### src/rtl/xnor_array_bist_if.sv
// Handshake/bus bundle between the XNOR-array BIST sequencer and its controller/array.
interface xnor_array_bist_if #(
    parameter int WIDTH = 16
);
    logic             start;
    logic             stop;
    logic [WIDTH-1:0] gate_in;
    logic [WIDTH-1:0] a_out;
    logic [WIDTH-1:0] b_out;
    logic             busy;
    logic             done;
    logic             pass;
    logic [15:0]      err_count;
    logic [WIDTH-1:0] fail_a;
    logic [WIDTH-1:0] fail_b;
    logic [WIDTH-1:0] fail_got;

    modport master (
        output start, stop, gate_in,
        input  a_out, b_out, busy, done, pass, err_count, fail_a, fail_b, fail_got
    );

    modport slave (
        input  start, stop, gate_in,
        output a_out, b_out, busy, done, pass, err_count, fail_a, fail_b, fail_got
    );
endinterface

### src/rtl/xnor_array_bist.sv
// BIST sweep for a WIDTH-bit XNOR array: drives a/b, checks gate_in against ~(a^b).
// Each vector lasts SETTLE+1 cycles; no backpressure, stop aborts a sweep immediately.
module xnor_array_bist #(
    parameter int WIDTH  = 16,
    parameter int SETTLE = 1
) (
    input  logic              clk,
    input  logic              reset,
    xnor_array_bist_if.slave  bus
);
    localparam int CW = (SETTLE > 1) ? $clog2(SETTLE) : 1;
    localparam logic [WIDTH-1:0] ONES   = '1;
    localparam logic [WIDTH-1:0] ONE    = WIDTH'(1);
    localparam logic [WIDTH-1:0] LAST_A = ONES >> 1;
    localparam logic [CW-1:0]    CNT_INIT = CW'(SETTLE - 1);

    typedef enum logic [1:0] {IDLE, HOLD, CHECK, DONE} state_t;

    state_t           state;
    logic [CW-1:0]    cnt;
    logic [WIDTH-1:0] a_q, b_q;
    logic [WIDTH-1:0] fail_a_q, fail_b_q, fail_got_q;
    logic [15:0]      err_q;
    logic             busy_q, done_q, pass_q;

    logic             mismatch;
    logic             last_vec;
    logic [15:0]      err_inc;

    assign mismatch = (bus.gate_in != ~(a_q ^ b_q));
    assign last_vec = (a_q == LAST_A) && (b_q == ONE);
    assign err_inc  = (err_q == 16'hFFFF) ? err_q : err_q + 16'd1;

    always_ff @(posedge clk or posedge reset) begin
        if (reset) begin
            state      <= IDLE;
            cnt        <= '0;
            a_q        <= '0;
            b_q        <= '0;
            err_q      <= '0;
            fail_a_q   <= '0;
            fail_b_q   <= '0;
            fail_got_q <= '0;
            busy_q     <= 1'b0;
            done_q     <= 1'b0;
            pass_q     <= 1'b0;
        end else begin
            case (state)
                IDLE, DONE: begin
                    // start wins over a simultaneous stop here: stop only matters mid-sweep
                    if (bus.start) begin
                        a_q        <= ONE;
                        b_q        <= ONES;
                        err_q      <= '0;
                        fail_a_q   <= '0;
                        fail_b_q   <= '0;
                        fail_got_q <= '0;
                        done_q     <= 1'b0;
                        pass_q     <= 1'b0;
                        busy_q     <= 1'b1;
                        cnt        <= CNT_INIT;
                        state      <= HOLD;
                    end
                end
                HOLD: begin
                    if (bus.stop) begin
                        busy_q <= 1'b0;
                        done_q <= 1'b0;
                        state  <= IDLE;
                    end else if (cnt == '0) begin
                        state <= CHECK;
                    end else begin
                        cnt <= cnt - 1'b1;
                    end
                end
                CHECK: begin
                    if (bus.stop) begin
                        busy_q <= 1'b0;
                        done_q <= 1'b0;
                        state  <= IDLE;
                    end else begin
                        if (mismatch) begin
                            err_q <= err_inc;
                            if (err_q == '0) begin
                                fail_a_q   <= a_q;
                                fail_b_q   <= b_q;
                                fail_got_q <= bus.gate_in;
                            end
                        end
                        // pass must include a mismatch on the final vector itself
                        if (last_vec) begin
                            busy_q <= 1'b0;
                            done_q <= 1'b1;
                            pass_q <= !mismatch && (err_q == '0);
                            state  <= DONE;
                        end else begin
                            if (b_q == ONE) begin
                                b_q <= ONES;
                                a_q <= (a_q << 1) | ONE;
                            end else begin
                                b_q <= b_q >> 1;
                            end
                            cnt   <= CNT_INIT;
                            state <= HOLD;
                        end
                    end
                end
                default: state <= IDLE;
            endcase
        end
    end

    assign bus.a_out     = a_q;
    assign bus.b_out     = b_q;
    assign bus.busy      = busy_q;
    assign bus.done      = done_q;
    assign bus.pass      = pass_q;
    assign bus.err_count = err_q;
    assign bus.fail_a    = fail_a_q;
    assign bus.fail_b    = fail_b_q;
    assign bus.fail_got  = fail_got_q;
endmodule

### src/flat_wrapper.sv
// flat-port wrapper written by rule: the top's interface ports become plain ports
module xnor_array_bist_flat 
#(
    parameter int WIDTH  = 16,
    parameter int SETTLE = 1
)
  (clk, reset, bus_start, bus_stop, bus_gate_in, bus_a_out, bus_b_out, bus_busy, bus_done, bus_pass, bus_err_count, bus_fail_a, bus_fail_b, bus_fail_got);
  xnor_array_bist_if #(.WIDTH(WIDTH)) bus_i ();
  input  logic clk;
  input  logic reset;
  input wire logic [$bits(bus_i.start)-1:0] bus_start;
  input wire logic [$bits(bus_i.stop)-1:0] bus_stop;
  input wire logic [$bits(bus_i.gate_in)-1:0] bus_gate_in;
  output wire logic [$bits(bus_i.a_out)-1:0] bus_a_out;
  output wire logic [$bits(bus_i.b_out)-1:0] bus_b_out;
  output wire logic [$bits(bus_i.busy)-1:0] bus_busy;
  output wire logic [$bits(bus_i.done)-1:0] bus_done;
  output wire logic [$bits(bus_i.pass)-1:0] bus_pass;
  output wire logic [$bits(bus_i.err_count)-1:0] bus_err_count;
  output wire logic [$bits(bus_i.fail_a)-1:0] bus_fail_a;
  output wire logic [$bits(bus_i.fail_b)-1:0] bus_fail_b;
  output wire logic [$bits(bus_i.fail_got)-1:0] bus_fail_got;
  assign bus_i.start = bus_start;
  assign bus_i.stop = bus_stop;
  assign bus_i.gate_in = bus_gate_in;
  assign bus_a_out = bus_i.a_out;
  assign bus_b_out = bus_i.b_out;
  assign bus_busy = bus_i.busy;
  assign bus_done = bus_i.done;
  assign bus_pass = bus_i.pass;
  assign bus_err_count = bus_i.err_count;
  assign bus_fail_a = bus_i.fail_a;
  assign bus_fail_b = bus_i.fail_b;
  assign bus_fail_got = bus_i.fail_got;
  xnor_array_bist #(.WIDTH(WIDTH), .SETTLE(SETTLE)) u_core (.clk(clk), .reset(reset), .bus(bus_i));
endmodule
### config.mk
export PLATFORM = sky130hd
export DESIGN_NAME = xnor_array_bist_flat
export DESIGN_NICKNAME = d
export VERILOG_FILES = /design/src/rtl/xnor_array_bist_if.sv /design/src/rtl/xnor_array_bist.sv /design/src/flat_wrapper.sv
export SDC_FILE = /design/constraint.sdc
export NUM_CORES = 1
export LEC_CHECK = 0
export CAP_MARGIN = 20
export CORE_UTILIZATION = 35
export CTS_CLUSTER_DIAMETER = 150
export DETAILED_ROUTE_END_ITERATION = 8
export PLACE_DENSITY = 0.61
export SYNTH_ARGS = -nofsm -noshare
export SYNTH_HDL_FRONTEND = slang
export SYNTH_SLANG_ARGS = --single-unit
### constraint.sdc
create_clock -name clk -period 8.6 [get_ports clk]
set_input_delay 2.58 -clock clk [delete_from_list [all_inputs] [get_ports clk]]
set_output_delay 2.58 -clock clk [all_outputs]
set_load 0.03 [all_outputs]
==> results of run 1 <==
## per-stage QoR
step / total power, mW / instance area, sq um / setup WS [ns]
2_1_floorplan: 1.11 / 4710 / 3.37
3_3_place_gp: 1.30 / 5990 / 3.55
3_5_place_dp: 1.32 / 6000 / 3.52
4_1_cts: 1.72 / 6280 / 3.88
5_1_grt: 1.80 / 6280 / 3.78
6_report: 1.71 / 6280 / 3.85
## critical path, delay by kind of cell
family / cells / cell delay, ns
AOI/OAI and AO/OA: 2 / 0.72
xor gates and xnor gates: 2 / 0.35
buffers and inverters: 1 / 0.52
and+or+nand+nor: 2 / 0.82
## power by group through the flow
stage / Sequential, mW / Combinational (mW) / Clock, mW
after floorplan: 0.733 / 0.377 / 0
final: 0.606 / 0.711 / 0.397
after CTS: 0.604 / 0.713 / 0.405
after global routing: 0.615 / 0.766 / 0.423
after global placement: 0.612 / 0.686 / 0
after detailed placement: 0.609 / 0.713 / 0
## kinds of logic after synthesis
logic type / share of synthesized area (%)
DFF: 53.7
xor gates and xnor gates: 5.77
buffers and inverters: 4.14
adders and majority gates: 1.33
and+or+nand+nor: 14.2
AOI/OAI and AO/OA: 20.3
muxes: 0.664
## cell usage after synthesis (6+ instances only)
cell type / number / area (sq um)
o21ai_0: 21 / 105
xnor2_1: 19 / 166
buf_2: 6 / 30.0
dfrtp_1: 101 / 2530
a22o_1: 48 / 420
nand4_1: 8 / 50.1
a21oi_1: 24 / 120
inv_1: 9 / 33.8
nand2_1: 44 / 165
nor4_1: 13 / 81.3
nor2_1: 39 / 146
clkbuf_1: 15 / 56.3
xor2_1: 12 / 105
o31ai_1: 17 / 128
## layout by cell type (no fill, tap or decap), types with 3 or more instances in the layout
cell type,instances
dfrtp_1,101
nor2_1,39
xnor2_1,19
inv_1,8
a211o_1,4
nor2b_1,3
nand4_1,8
clkdlybuf4s50_1,118
and2_1,4
or3_1,4
nand3_1,5
nor4_1,13
a21oi_1,23
nand2_1,44
o31ai_1,17
clkbuf_16,9
xor2_1,12
a22o_1,48
o41ai_1,3
o21ai_0,21
ha_1,5
buf_4,3
## layout make-up
type                    count  area [sq um]  share of cell area, %
inverters                  11          43.8                  0.697
well taps                 176           220                   3.51
repair buffers            122          1220                   19.4
multi-input cells         305          1990                   31.7
clock inverters             4          51.3                  0.817
clock buffers              10           229                   3.65
flip-flops and latches    101          2530                   40.2
## metal layers
metal | global-route usage (%) | vias up | share of wire, % | wire (um)
met5 | 0 | - | 0 | 0
met4 | 8.33 | 0 | 2.2 | 273
met3 | 3.15 | 20 | 4.0 | 502
met2 | 26.9 | 115 | 44 | 5570
met1 | 28.3 | 1886 | 50 | 6330
li1 | - | 1820 | - | -
## sequential cells by signal, summed over array words and instances (netlist names)
signal and flops:
u_core.bus.err_count 16, u_core.bus.fail_a 16, u_core.bus.fail_got 16, u_core.bus.b_out 16
u_core.bus.a_out 16, u_core.state 2, u_core.bus.busy 1, u_core.bus.done 1
u_core.bus.pass 1, u_core.bus.fail_b 16
## how the worst max path moves through the flow
stage               startpoint                          endpoint  slack, ns  depth (start not counted)
2_1_floorplan            reset   u_core.bus.a_out[0]$_DFFE_PP0P_       3.37                          1
3_3_place_gp   bus_gate_in[11]  u_core.bus.fail_b[6]$_DFFE_PP0P_       3.55                          7
3_5_place_dp   bus_gate_in[11]  u_core.bus.fail_b[9]$_DFFE_PP0P_       3.52                          7
4_1_cts        bus_gate_in[11]  u_core.bus.fail_b[9]$_DFFE_PP0P_       3.88                          7
5_1_grt        bus_gate_in[11]  u_core.bus.fail_b[5]$_DFFE_PP0P_       3.78                          7
6_report       bus_gate_in[11]  u_core.bus.fail_b[2]$_DFFE_PP0P_       3.85                          7
==> results.py, run 1 <==
metrics = {
    "clock_network": {
        "path_clk_slew_ns": 0.07,
        "cts_buffers": 9,
        "worstSkewPairLatency_ns": 0.35,
        "clkSinkCount": 101,
        "cts_setup_buffers": 0,
        "clockBufferDepth": 2,
        "cts_resized": 0,
        "h-tree-depth": 3,
        "cts_tree": "yes",
        "cts_root_buf": "clkbuf_16",
        "cts_hold_buf": 0,
    },
    "setup_path": {
        "crit_fanout": 48,
        "crit_type": "primary input to register",
        "reg2reg_depth": 7,
        "cp.arrival_ns": 5.03,
        "path_cells": "clkdlybuf4s50_1, xor2_1, xnor2_1, nor4_1, and4_4, a211o_4, a22o_1",
        "end_kind": "register",
        "critPathLaunchType": "primary input",
        "reg2reg_slack_ns": 5.76,
        "r2r-end": "u_core.bus.err_count[1]$_DFFE_PP0P_",
        "max_stage_delay_ns": 0.52,
        "cp.required_ns": 8.88,
        "crit_slowest_cell": "clkdlybuf4s50_1",
        "r2r-start": "u_core.state[0]$_DFFE_PP0P_",
    },
    "global_routing": {
        "grt_pass1_vias": 3761,
        "overflow": 0,
        "track_usage_pct": 19.0,
        "antenna_found_initial": 0,
        "grt_pass1_wl_um": 20800,
        "grt_max_degree": 56,
    },
    "synthesis": {
        "avgSynthCellArea_sq_um": 10.6,
        "synthArstFlopShare_pct": 100,
        "ys_types": 52,
        "synthCells": 445,
        "ys_seq_elements": 101,
        "synthesis.nets": 470,
        "ys.flop_type": "dfrtp_1",
        "synth_area_sq_um": 4710,
        "yosysSeqAreaShare_pct": 53.7,
        "synth_edf_count": 0,
        "ys.warnings.count": 0,
    },
    "final_layout": {
        "num-fill-cells": 1192,
        "nets": 575,
        "postLayoutCoreUtil_pct": 47.6,
        "diodes": 0,
        "layout.cells.non_filler": 729,
        "drive_gt1_share_pct": 5.06,
        "syn2layout_area_growth_pct": 33.4,
    },
    "die": {
        "dieArea_sq_um": 13900,
        "start_util_pct": 35.7,
        "num_io_pins": 119,
        "core_area_sq_um": 13200,
        "die_y_um": 118,
        "num_rows": 42,
        "die_w_um": 118,
    },
    "timing": {
        "hold_viol_final": 0,
        "tightest_slew_ns": 0.949,
        "setup_violations": 0,
        "timing.final.crit_share_pct": 55.2,
        "fmax_mhz": 211,
        "hold_slack_ns": 0.506,
        "skew_ns": 0.00738,
        "rsz0062_at_grt": "no",
        "slew_viol_final": 0,
        "min_period_ns": 4.75,
        "timing.slew.headroom_pct": 36.3,
        "finalSetupTns_ns": 0,
    },
    "route": {
        "routed_wl_um": 12700,
        "drt-wirelength-per-cell_um": 17.4,
        "firstDrtPassIters": 4,
        "ant_nets": 0,
        "num_vias": 3841,
        "drt_iter0_drc": 272,
        "viasPerCell": 5.27,
        "remaining_drc_errors": 0,
    },
    "power": {
        "power_switching_mw": 0.697,
        "p_int_mw": 1.02,
        "pwr-share-seq_pct": 35.4,
        "comb_power_share_pct": 41.5,
        "clockPowerShare_pct": 23.2,
        "power_density_nw_per_um2": 273,
        "p_sw_share_pct": 40.7,
        "vdd_drop_max_v": 0.000150,
        "power_leakage_nw": 2.51,
    },
    "min_path": {
        "holdPathEnd": "u_core.bus.fail_b[5]$_DFFE_PP0P_",
        "hp-start": "u_core.bus.fail_b[5]$_DFFE_PP0P_",
        "hold_class": "register to register",
        "holdPathStages": 1,
    },
    "placed_design": {
        "dp_cells": 715,
        "gp_congestion": 0.789,
        "port_buffers": 118,
        "dpl.hpwl_um": 8670,
    },
    "run": {
        "maxCapViolCount": 0,
    },
    "outcome": {
        "outcome": "finished clean",
    },
}
No activity file was read; power rests on OpenSTA's default activity.
==> run 2, diff against run 1 <==
==> constraint.sdc (replaced) <==
create_clock -name clk -period 4.9 [get_ports clk]
set_input_delay 1.47 -clock clk [delete_from_list [all_inputs] [get_ports clk]]
set_output_delay 1.47 -clock clk [all_outputs]
set_load 0.03 [all_outputs]
==> run 2 against run 1 <==
  * Count of clock-buffer cells in the layout stayed put
  * Worst setup slack worse by 2.6 ns
  * Non-clock buffer count is 2 higher
  * Register-to-register slack worse by 4.0 ns
  * Cell area is 0.54% higher
  * Via count is 0.60% higher
  * Largest power group unchanged
  * Die area stayed put
  * Highest routed layer unchanged
  * Combinational power is 74% higher
  * Critical path depth stayed put
==> results.py, run 2 (synthesis results as in run 1) <==
metrics = {
    "outcome": {
        "outcome": "finished clean",
    },
    "final_layout": {
        "postLayoutCoreUtil_pct": 47.9,
        "syn2layout_area_growth_pct": 34.1,
        "register_area_sq_um": 2530,
        "diodes": 0,
        "multi_input_area_sq_um": 1990,
        "final_cell_mix": "clkdlybuf4s50_1, dfrtp_1, a22o_1, nand2_1, nor2_1",
        "layout.cells.non_filler": 733,
        "num-fill-cells": 1200,
        "design_area_sq_um": 6310,
        "nets": 577,
        "layout_commonest_cell": "clkdlybuf4s50_1",
        "drive_gt1_share_pct": 5.75,
    },
    "clock_network": {
        "clockBufferDepth": 2,
        "cts_buffers": 9,
        "clkSinkCount": 101,
        "cts_root_buf": "clkbuf_16",
        "cts_resized": 0,
        "worstSkewPairLatency_ns": 0.34,
        "cts_hold_buf": 0,
        "cts_setup_buffers": 0,
        "path_clk_slew_ns": 0.08,
        "h-tree-depth": 3,
        "cts_tree": "yes",
    },
    "route": {
        "met3RoutedLength_um": 539,
        "drt-wirelength-per-cell_um": 17.3,
        "firstDrtPassIters": 5,
        "ant_nets": 0,
        "wl_met1_um": 6310,
        "num_vias": 3864,
        "viasPerCell": 5.27,
        "drt_iter0_drc": 250,
        "remaining_drc_errors": 0,
        "wl_met2_um": 5690,
        "top_layer_used": "met4",
        "routed_wl_um": 12700,
    },
    "global_routing": {
        "grt_pass1_wl_um": 20300,
        "grt_max_degree": 88,
        "overflow": 0,
        "track_usage_pct": 18.5,
        "antenna_found_initial": 0,
        "grt_pass1_vias": 3675,
    },
    "power": {
        "vdd_drop_max_v": 0.000257,
        "power_leakage_nw": 2.54,
        "power_mw": 3.00,
        "power_density_nw_per_um2": 475,
    },
    "timing": {
        "timing.final.crit_share_pct": 74.5,
        "skew_ns": 0.0147,
        "timing.slew.headroom_pct": 32.5,
        "tightest_slew_ns": 1.01,
        "hold_viol_final": 0,
        "fmax_mhz": 274,
        "min_period_ns": 3.65,
        "finalSetupTns_ns": 0,
        "setup_violations": 0,
        "slew_viol_final": 0,
        "rsz0062_at_grt": "no",
        "hold_slack_ns": 0.503,
        "setup_ws_ns": 1.25,
    },
    "die": {
        "start_util_pct": 35.7,
        "die_w_um": 118,
        "dieArea_sq_um": 13900,
        "core_area_sq_um": 13200,
        "num_rows": 42,
        "die_y_um": 118,
        "num_io_pins": 119,
    },
    "min_path": {
        "hold_class": "register to register",
        "hp-start": "u_core.bus.fail_a[6]$_DFFE_PP0P_",
    },
    "setup_path": {
        "r2r-start": "u_core.state[0]$_DFFE_PP0P_",
        "end_kind": "register",
        "path_cells": "clkdlybuf4s50_1, xor2_1, xnor2_1, nor4_1, and4_4, or2_1, o21ai_0",
        "crit_fanout": 22,
        "critPathLaunchType": "primary input",
        "cp.required_ns": 5.09,
        "cp.arrival_ns": 3.84,
        "crit_type": "primary input to register",
        "max_stage_delay_ns": 0.51,
        "crit_start": "bus_gate_in[11]",
        "crit_slowest_cell": "clkdlybuf4s50_1",
    },
    "placed_design": {
        "dpl.hpwl_um": 8730,
        "dp_slack_ns": 0.898,
        "port_buffers": 118,
        "dp_cells": 716,
        "gp_congestion": 0.798,
        "dpl_cell_area_sq_um": 6000,
    },
    "run": {
        "maxCapViolCount": 0,
    },
}
## run 2: cell types whose count changed in the layout (fill, tap and decap cells not counted)
| cell | change |
|---|---|
| inv_6 | +4 |
| buf_4 | +2 |
| inv_8 | +2 |
| buf_16 | +1 |
| buf_8 | -1 |
| bufinv_16 | -1 |
| clkinv_2 | -1 |
| clkinv_4 | -1 |
| clkinvlp_4 | -1 |
## run 2: worst paths after layout
path / end / slack (ns) / cells after the start
worst max-delay path: u_core.bus.err_count[1]$_DFFE_PP0P_ / 1.25 / 7
worst min-delay path: u_core.bus.fail_a[6]$_DFFE_PP0P_ / 0.50 / 1
worst max register to register: u_core.bus.err_count[1]$_DFFE_PP0P_ / 1.78 / 9
worst min register to register: u_core.bus.fail_a[6]$_DFFE_PP0P_ / 0.50 / 1
max in group asynchronous: u_core.bus.err_count[12]$_DFFE_PP0P_ / 2.60 / 4
min in group asynchronous: u_core.state[1]$_DFFE_PP0P_ / 1.52 / 2
## run 2: cell type report
class,instances,share of cell area [%]
Inverter,11,0.693
Clock inverter,6,0.911
Tap cell,176,3.49
Timing Repair Buffer,124,19.7
Multi-Input combinational cell,305,31.5
Clock buffer,10,3.63
Sequential cell,101,40.0
## run 2: routing by layer
| metal | vias to the layer above | GRT usage, % |
|---|---|---|
| li1 | 1823 | - |
| met1 | 1914 | 27.3 |
| met2 | 119 | 27.8 |
| met3 | 8 | 2.96 |
| met4 | 0 | 5.29 |
| met5 | - | 0 |
## run 2: power by group
| group | leakage (nW) | total (mW) | switching, mW | internal, mW |
|---|---|---|---|---|
| sequential | 1.31 | 1.06 | 0.100 | 0.959 |
| clock | 0.142 | 0.699 | 0.339 | 0.360 |
| combinational | 1.08 | 1.24 | 0.811 | 0.430 |
## run 2: critical path, delay by kind of cell
| kind | cells | cell delay, ns |
|---|---|---|
| XOR/XNOR | 2 | 0.36 |
| buffers and inverters | 1 | 0.51 |
| AO/OA/AOI/OAI | 1 | 0.18 |
| AND/OR/NAND/NOR | 3 | 1.32 |
==> run 3, diff against run 2 <==
--- a/config.mk
+++ b/config.mk
@@ -9,7 +9,7 @@
 export CORE_UTILIZATION = 35
 export CTS_CLUSTER_DIAMETER = 150
 export DETAILED_ROUTE_END_ITERATION = 8
-export PLACE_DENSITY = 0.61
+export PLACE_DENSITY = 0.64
 export SYNTH_ARGS = -nofsm -noshare
 export SYNTH_HDL_FRONTEND = slang
 export SYNTH_SLANG_ARGS = --single-unit
==> constraint.sdc (replaced) <==
create_clock -name clk -period 3 [get_ports clk]
set_input_delay 0.9 -clock clk [delete_from_list [all_inputs] [get_ports clk]]
set_output_delay 0.9 -clock clk [all_outputs]
set_load 0.03 [all_outputs]
==> run 3 against run 2 <==
  * Via count grew 1.8%
  * Clock power grew 69%
  * Critical endpoint is now u_core.bus.err_count[12]$_DFFE_PP0P_
  * Critical path depth grew 1
  * Hold slack lost 0.0019 ns
  * Worst setup slack lost 1.0 ns
  * Global-route usage grew 1.1 points
  * Core utilization grew 1.3 points
==> results.py, run 3 (synthesis results as in run 1) <==
metrics = {
    "outcome": {
        "outcome": "finished clean",
    },
    "die": {
        "num_io_pins": 119,
        "core_area_sq_um": 13200,
        "dieArea_sq_um": 13900,
        "num_rows": 42,
        "start_util_pct": 35.7,
        "die_y_um": 118,
        "die_w_um": 118,
    },
    "setup_path": {
        "cp.arrival_ns": 3.02,
        "crit_fanout": 10,
        "crit_start": "bus_gate_in[9]",
        "end_kind": "register",
        "crit_type": "primary input to register",
        "r2r-start": "u_core.state[0]$_DFFE_PP0P_",
        "critPathLaunchType": "primary input",
        "cp.required_ns": 3.22,
    },
    "global_routing": {
        "grt_max_degree": 102,
        "track_usage_pct": 19.6,
        "antenna_found_initial": 0,
        "grt_pass1_vias": 3952,
        "overflow": 0,
        "grt_pass1_wl_um": 21500,
    },
    "power": {
        "power_density_nw_per_um2": 801,
        "power_leakage_nw": 2.61,
        "vdd_drop_max_v": 0.000488,
    },
    "min_path": {
        "hold_class": "register to register",
        "hp-start": "u_core.bus.fail_a[6]$_DFFE_PP0P_",
    },
    "clock_network": {
        "cts_resized": 0,
        "clkSinkCount": 101,
        "path_clk_slew_ns": 0.07,
        "cts_root_buf": "clkbuf_16",
        "worstSkewPairLatency_ns": 0.34,
        "h-tree-depth": 3,
        "cts_setup_buffers": 0,
        "cts_buffers": 9,
        "cts_hold_buf": 0,
        "cts_tree": "yes",
        "clockBufferDepth": 2,
    },
    "timing": {
        "hold_viol_final": 0,
        "slew_viol_final": 0,
        "min_period_ns": 2.80,
        "fmax_mhz": 357,
        "setup_violations": 0,
        "setup_ws_ns": 0.202,
        "skew_ns": 0.00682,
        "rsz0062_at_grt": "no",
        "tightest_slew_ns": 0.549,
        "timing.final.crit_share_pct": 93.3,
        "finalSetupTns_ns": 0,
        "timing.slew.headroom_pct": 63.4,
    },
    "final_layout": {
        "syn2layout_area_growth_pct": 37.6,
        "diodes": 0,
        "nets": 588,
        "final_cell_mix": "clkdlybuf4s50_1, dfrtp_1, a22o_1, nand2_1, nor2_1",
        "layout_commonest_cell": "clkdlybuf4s50_1",
        "layout.cells.non_filler": 744,
        "drive_gt1_share_pct": 7.57,
    },
    "placed_design": {
        "dp_cells": 728,
        "dpl.hpwl_um": 9230,
        "port_buffers": 118,
        "gp_congestion": 0.821,
        "dp_slack_ns": -0.135,
    },
    "route": {
        "drt-wirelength-per-cell_um": 17.6,
        "ant_nets": 0,
        "firstDrtPassIters": 4,
        "num_vias": 3932,
        "routed_wl_um": 13100,
        "viasPerCell": 5.28,
        "remaining_drc_errors": 0,
        "drt_iter0_drc": 225,
    },
    "run": {
        "maxCapViolCount": 0,
    },
}
-- run 3: power breakdown --
| group | leakage [nW] | switching, mW | total (mW) | internal (mW) |
|---|---|---|---|---|
| clock | 0.150 | 0.520 | 1.18 | 0.658 |
| sequential | 1.31 | 0.171 | 1.74 | 1.57 |
| combinational | 1.15 | 1.37 | 2.27 | 0.899 |
-- run 3: through the flow --
stage / util [%] / power, mW / hold slack [ns] / area [sq um]
after floorplan: - / 3.18 / 0.475 / 4710
after global placement: 46.9 / 4.00 / 0.489 / 6180
after detailed placement: 46.9 / 4.04 / 0.491 / 6180
after CTS: 49.1 / 5.24 / 0.513 / 6480
after global routing: 49.1 / 5.47 / 0.518 / 6480
final: 49.1 / 5.19 / 0.502 / 6480
-- run 3: per-layer routing --
| metal | track usage (%) | routed length, um | up-vias |
|---|---|---|---|
| li1 | - | - | 1844 |
| met1 | 27.0 | 6060 | 1973 |
| met2 | 31.2 | 6300 | 104 |
| met3 | 3.63 | 514 | 11 |
| met4 | 6.25 | 215 | 0 |
| met5 | 0 | 0 | - |
-- run 3: area by class of cell --
cell class	count	area, sq um
clock buffer	10	229
clock inverter	6	71.3
fill	1194	6710
inverter	11	45.0
multi-input combinational	305	1990
sequential	101	2530
tap	176	220
timing repair buffer	135	1400
-- run 3: worst max-delay path, stage by stage --
cell             delay, ns
clkdlybuf4s50_1       0.51
xor2_1                0.27
xnor2_1               0.15
nor4_1                0.33
and4_4                0.36
buf_4                 0.19
nor2_1                0.05
a32o_1                0.26
-- run 3: path summary, 6_finish.rpt --
| check | end | depth (start not counted) | slack (ns) |
|---|---|---|---|
| min in group asynchronous | u_core.bus.fail_a[4]$_DFFE_PP0P_ | 3 | 1.05 |
| max in group asynchronous | u_core.bus.err_count[5]$_DFFE_PP0P_ | 3 | 1.53 |
| max reg2reg | u_core.bus.err_count[11]$_DFFE_PP0P_ | 8 | 0.58 |
| min | u_core.bus.fail_a[6]$_DFFE_PP0P_ | 1 | 0.50 |
| max | u_core.bus.err_count[12]$_DFFE_PP0P_ | 8 | 0.20 |
| min reg2reg | u_core.bus.fail_a[6]$_DFFE_PP0P_ | 1 | 0.50 |
==> RTL change: new RTL, flow settings as in run 2 <==
`WIDTH` is set to 16 in 3 places; all go to 24.
--- a/src/rtl/xnor_array_bist_if.sv
+++ b/src/rtl/xnor_array_bist_if.sv
@@ -1,5 +1,5 @@
 // Handshake/bus bundle between the XNOR-array BIST sequencer and its controller/array.
 interface xnor_array_bist_if #(
-    parameter int WIDTH = 16
+    parameter int WIDTH = 24
 );
     logic             start;
--- a/src/rtl/xnor_array_bist.sv
+++ b/src/rtl/xnor_array_bist.sv
@@ -2,5 +2,5 @@
 // Each vector lasts SETTLE+1 cycles; no backpressure, stop aborts a sweep immediately.
 module xnor_array_bist #(
-    parameter int WIDTH  = 16,
+    parameter int WIDTH  = 24,
     parameter int SETTLE = 1
 ) (
--- a/src/flat_wrapper.sv
+++ b/src/flat_wrapper.sv
@@ -2,5 +2,5 @@
 module xnor_array_bist_flat 
 #(
-    parameter int WIDTH  = 16,
+    parameter int WIDTH  = 24,
     parameter int SETTLE = 1
 )
Ports: changed (6 resized); port bits go from 119 to 167. No check against the original RTL was run, so the function may have changed too.
==> RTL change against run 2 <==
Cell area increased by 50%; sequential share of layout area down 2.8 points; total power rose by 60%; sequential cell count is 40 higher; fmax fell by 6.1%; setup slack got worse by 0.24 ns; synthesized area rose by 46%; wire length up 71%; critical path type unchanged; critical endpoint is now u_core.bus.fail_got[16]$_DFFE_PP0P_.
==> RTL change: results (changes against run 2) <==
| Metric | Value |
|---|---|
| Cell at the root of the clock tree | `sky130_fd_sc_hd__clkbuf_16` |
| Synthesized netlist cell count | `689 (+55%)` |
| Number of I/O port buffers | `166 (+41%)` |
| CP max stage cell | `sky130_fd_sc_hd__nor4b_1` |
| Maximum number of pins on one net before global-route repair | `142 (+61%)` |
| Wire length of the first global-routing pass | `33.75 mm (+66%)` |
| Hold-critical path depth | `1 (unchanged)` |
| Maximum fanout along the worst path | `49 (+120%)` |
| Number of antenna violations at the first check in global routing | `0 (unchanged)` |
| Via count of the first global-routing pass | `5630 (+53%)` |
| Standby leakage power | `3.854 nW (+52%)` |
| Number of standard cells in the layout, taps in and fillers out | `1110 (+51%)` |
| Slowest cell delay on critical path | `0.63 ns (+0.12 ns)` |
| WP data arrival | `4.20 ns (+0.36 ns)` |
| Antenna Cells | `0 (unchanged)` |
| Ranking of synthesized cells by area | `sky130_fd_sc_hd__dfrtp_1 (51%), sky130_fd_sc_hd__a22o_1 (7.0%), sky130_fd_sc_hd__xnor3_1 (5.2%)` |
| Number of optimization iterations in the first detailed-route pass | `5 (unchanged)` |
| Cell area after placement | `8830 um2 (+47%)` |
| Distinct cell type count of the synthesized netlist | `55 (+5.8%)` |
| Leading cell types by count after synthesis | `sky130_fd_sc_hd__dfrtp_1 (141), sky130_fd_sc_hd__nand2_1 (94), sky130_fd_sc_hd__nor2_1 (60)` |
| Fraction of final layout cells sized beyond drive strength 1 | `0.06706 (+0.009608)` |
| Outcome | `complete, no violations` |
| Worst min path class | `flip-flop to flip-flop` |
| Clk slew on worst S/H paths | `0.07 ns` |
| Final estimated routing congestion in global placement | `0.8045 (+0.80%)` |
| Count of buffers added by post-CTS timing repair for setup | `0 (unchanged)` |
| Logic depth of the worst register-to-register path | `6 (-3)` |
| Combined global-route utilization of all metal layers | `0.2217 (+0.03695)` |
| Sequential area share after synthesis | `0.5132 (-0.02347)` |
| Worst voltage drop across the vdd grid | `0.0002962 V (+15%)` |
| Pre-CTS worst setup slack | `0.5631 ns (-0.3353 ns)` |
| Top cell family by delay on the critical path | `simple AND/OR/NAND/NOR gates` |
| Yosys warning count | `0 (unchanged)` |
| Slew @ Worst Pin | `0.9867 ns (-0.02008 ns)` |
| Detailed placement HPWL | `14.52 mm (+66%)` |
| H-Tree Depth | `4 (+1)` |
| DR iter-0 viols | `473 (+89%)` |
| Total wirelength of the detailed-routed design | `21.69 mm (+71%)` |
| Num CTS Buffers | `17 (+8)` |
| Total number of nets in the final design | `869 (+51%)` |
| Most used flip-flop cell after synthesis | `sky130_fd_sc_hd__dfrtp_1` |
| Post-CTS sizing | `0 (unchanged)` |
| Maximum number of buffers from clock root to sink | `2 (unchanged)` |
| Post-Route Skew | `0.01570 ns (+0.0009728 ns)` |
| Detailed-route vias per instance | `5.439 (+3.2%)` |
| Post-synthesis async set-or-reset flop share | `1.000 (unchanged)` |
| Number of nets produced by synthesis | `721 (+53%)` |
| Worst-Skew Late Latency | `0.43 ns (+0.09 ns)` |
RTL change: cell count changes in the layout (fill, tap and decap cells not counted), moves of 8 or more:
| cell | change |
|---|---|
| sky130_fd_sc_hd__clkbuf_16 | +8 |
| sky130_fd_sc_hd__clkdlybuf4s50_1 | +48 |
| sky130_fd_sc_hd__dfrtp_1 | +40 |
| sky130_fd_sc_hd__nand2_1 | +50 |
| sky130_fd_sc_hd__nand3_1 | +37 |
| sky130_fd_sc_hd__nand4_1 | +23 |
| sky130_fd_sc_hd__nor2_1 | +21 |
| sky130_fd_sc_hd__o21ai_0 | -12 |
| sky130_fd_sc_hd__o21ai_1 | +26 |
| sky130_fd_sc_hd__o31ai_1 | -15 |
| sky130_fd_sc_hd__or3_1 | +12 |
| sky130_fd_sc_hd__xnor2_1 | -13 |
| sky130_fd_sc_hd__xnor3_1 | +16 |
RTL change: cells by family (layout without fill, tap and decap cells):
logic type               after synthesis  count (layout)  synth area share
flip-flops                           141             141            0.5132
adder cells (fa/ha/maj)                4               4          0.007280
AND/OR/NAND/NOR                      297             297            0.2113
multiplexers                           3               3          0.004731
AO/OA/AOI/OAI                        157             157            0.1612
buffers and inverters                 58             219           0.03330
XOR/XNOR                              29              29           0.06897
RTL change: worst paths after layout:
kind	start	to	slack, ns
min in group asynchronous	reset	u_core.bus.err_count[5]$_DFFE_PP0P_	1.61
max in group asynchronous	reset	u_core.bus.fail_a[23]$_DFFE_PP0P_	2.72
worst max-delay path	bus_gate_in[4]	u_core.bus.fail_got[16]$_DFFE_PP0P_	1.01
worst min-delay path	u_core.bus.done$_DFFE_PP0P_	u_core.bus.done$_DFFE_PP0P_	0.50
worst min register to register	u_core.bus.done$_DFFE_PP0P_	u_core.bus.done$_DFFE_PP0P_	0.50
worst max register to register	u_core.state[0]$_DFFE_PP0P_	u_core.bus.fail_got[16]$_DFFE_PP0P_	1.55
RTL change: area by class of cell:
class	instances	area, um2
Fill cell	1707	9487
Sequential cell	141	3528
Multi-Input combinational cell	490	3162
Timing Repair Buffer	178	1777
Clock buffer	17	425.4
Tap cell	260	325.3
Clock inverter	15	214.0
Inverter	9	37.54
RTL change: layer usage:
| layer | wire length, um | track usage | share of wire | vias up |
|---|---|---|---|---|
| li1 | - | - | - | 2836 |
| met1 | 10270 | 0.3288 | 0.47 | 2953 |
| met2 | 9784 | 0.3202 | 0.45 | 224 |
| met3 | 1293 | 0.05081 | 0.060 | 24 |
| met4 | 343 | 0.06338 | 0.016 | 0 |
| met5 | 0 | 0 | 0 | - |
RTL change: power by group:
group	internal [mW]	total (mW)	switching (mW)
clock network	0.830	1.42	0.590
registers	1.34	1.49	0.154
logic	0.626	1.87	1.25
total	2.79	4.78	1.99
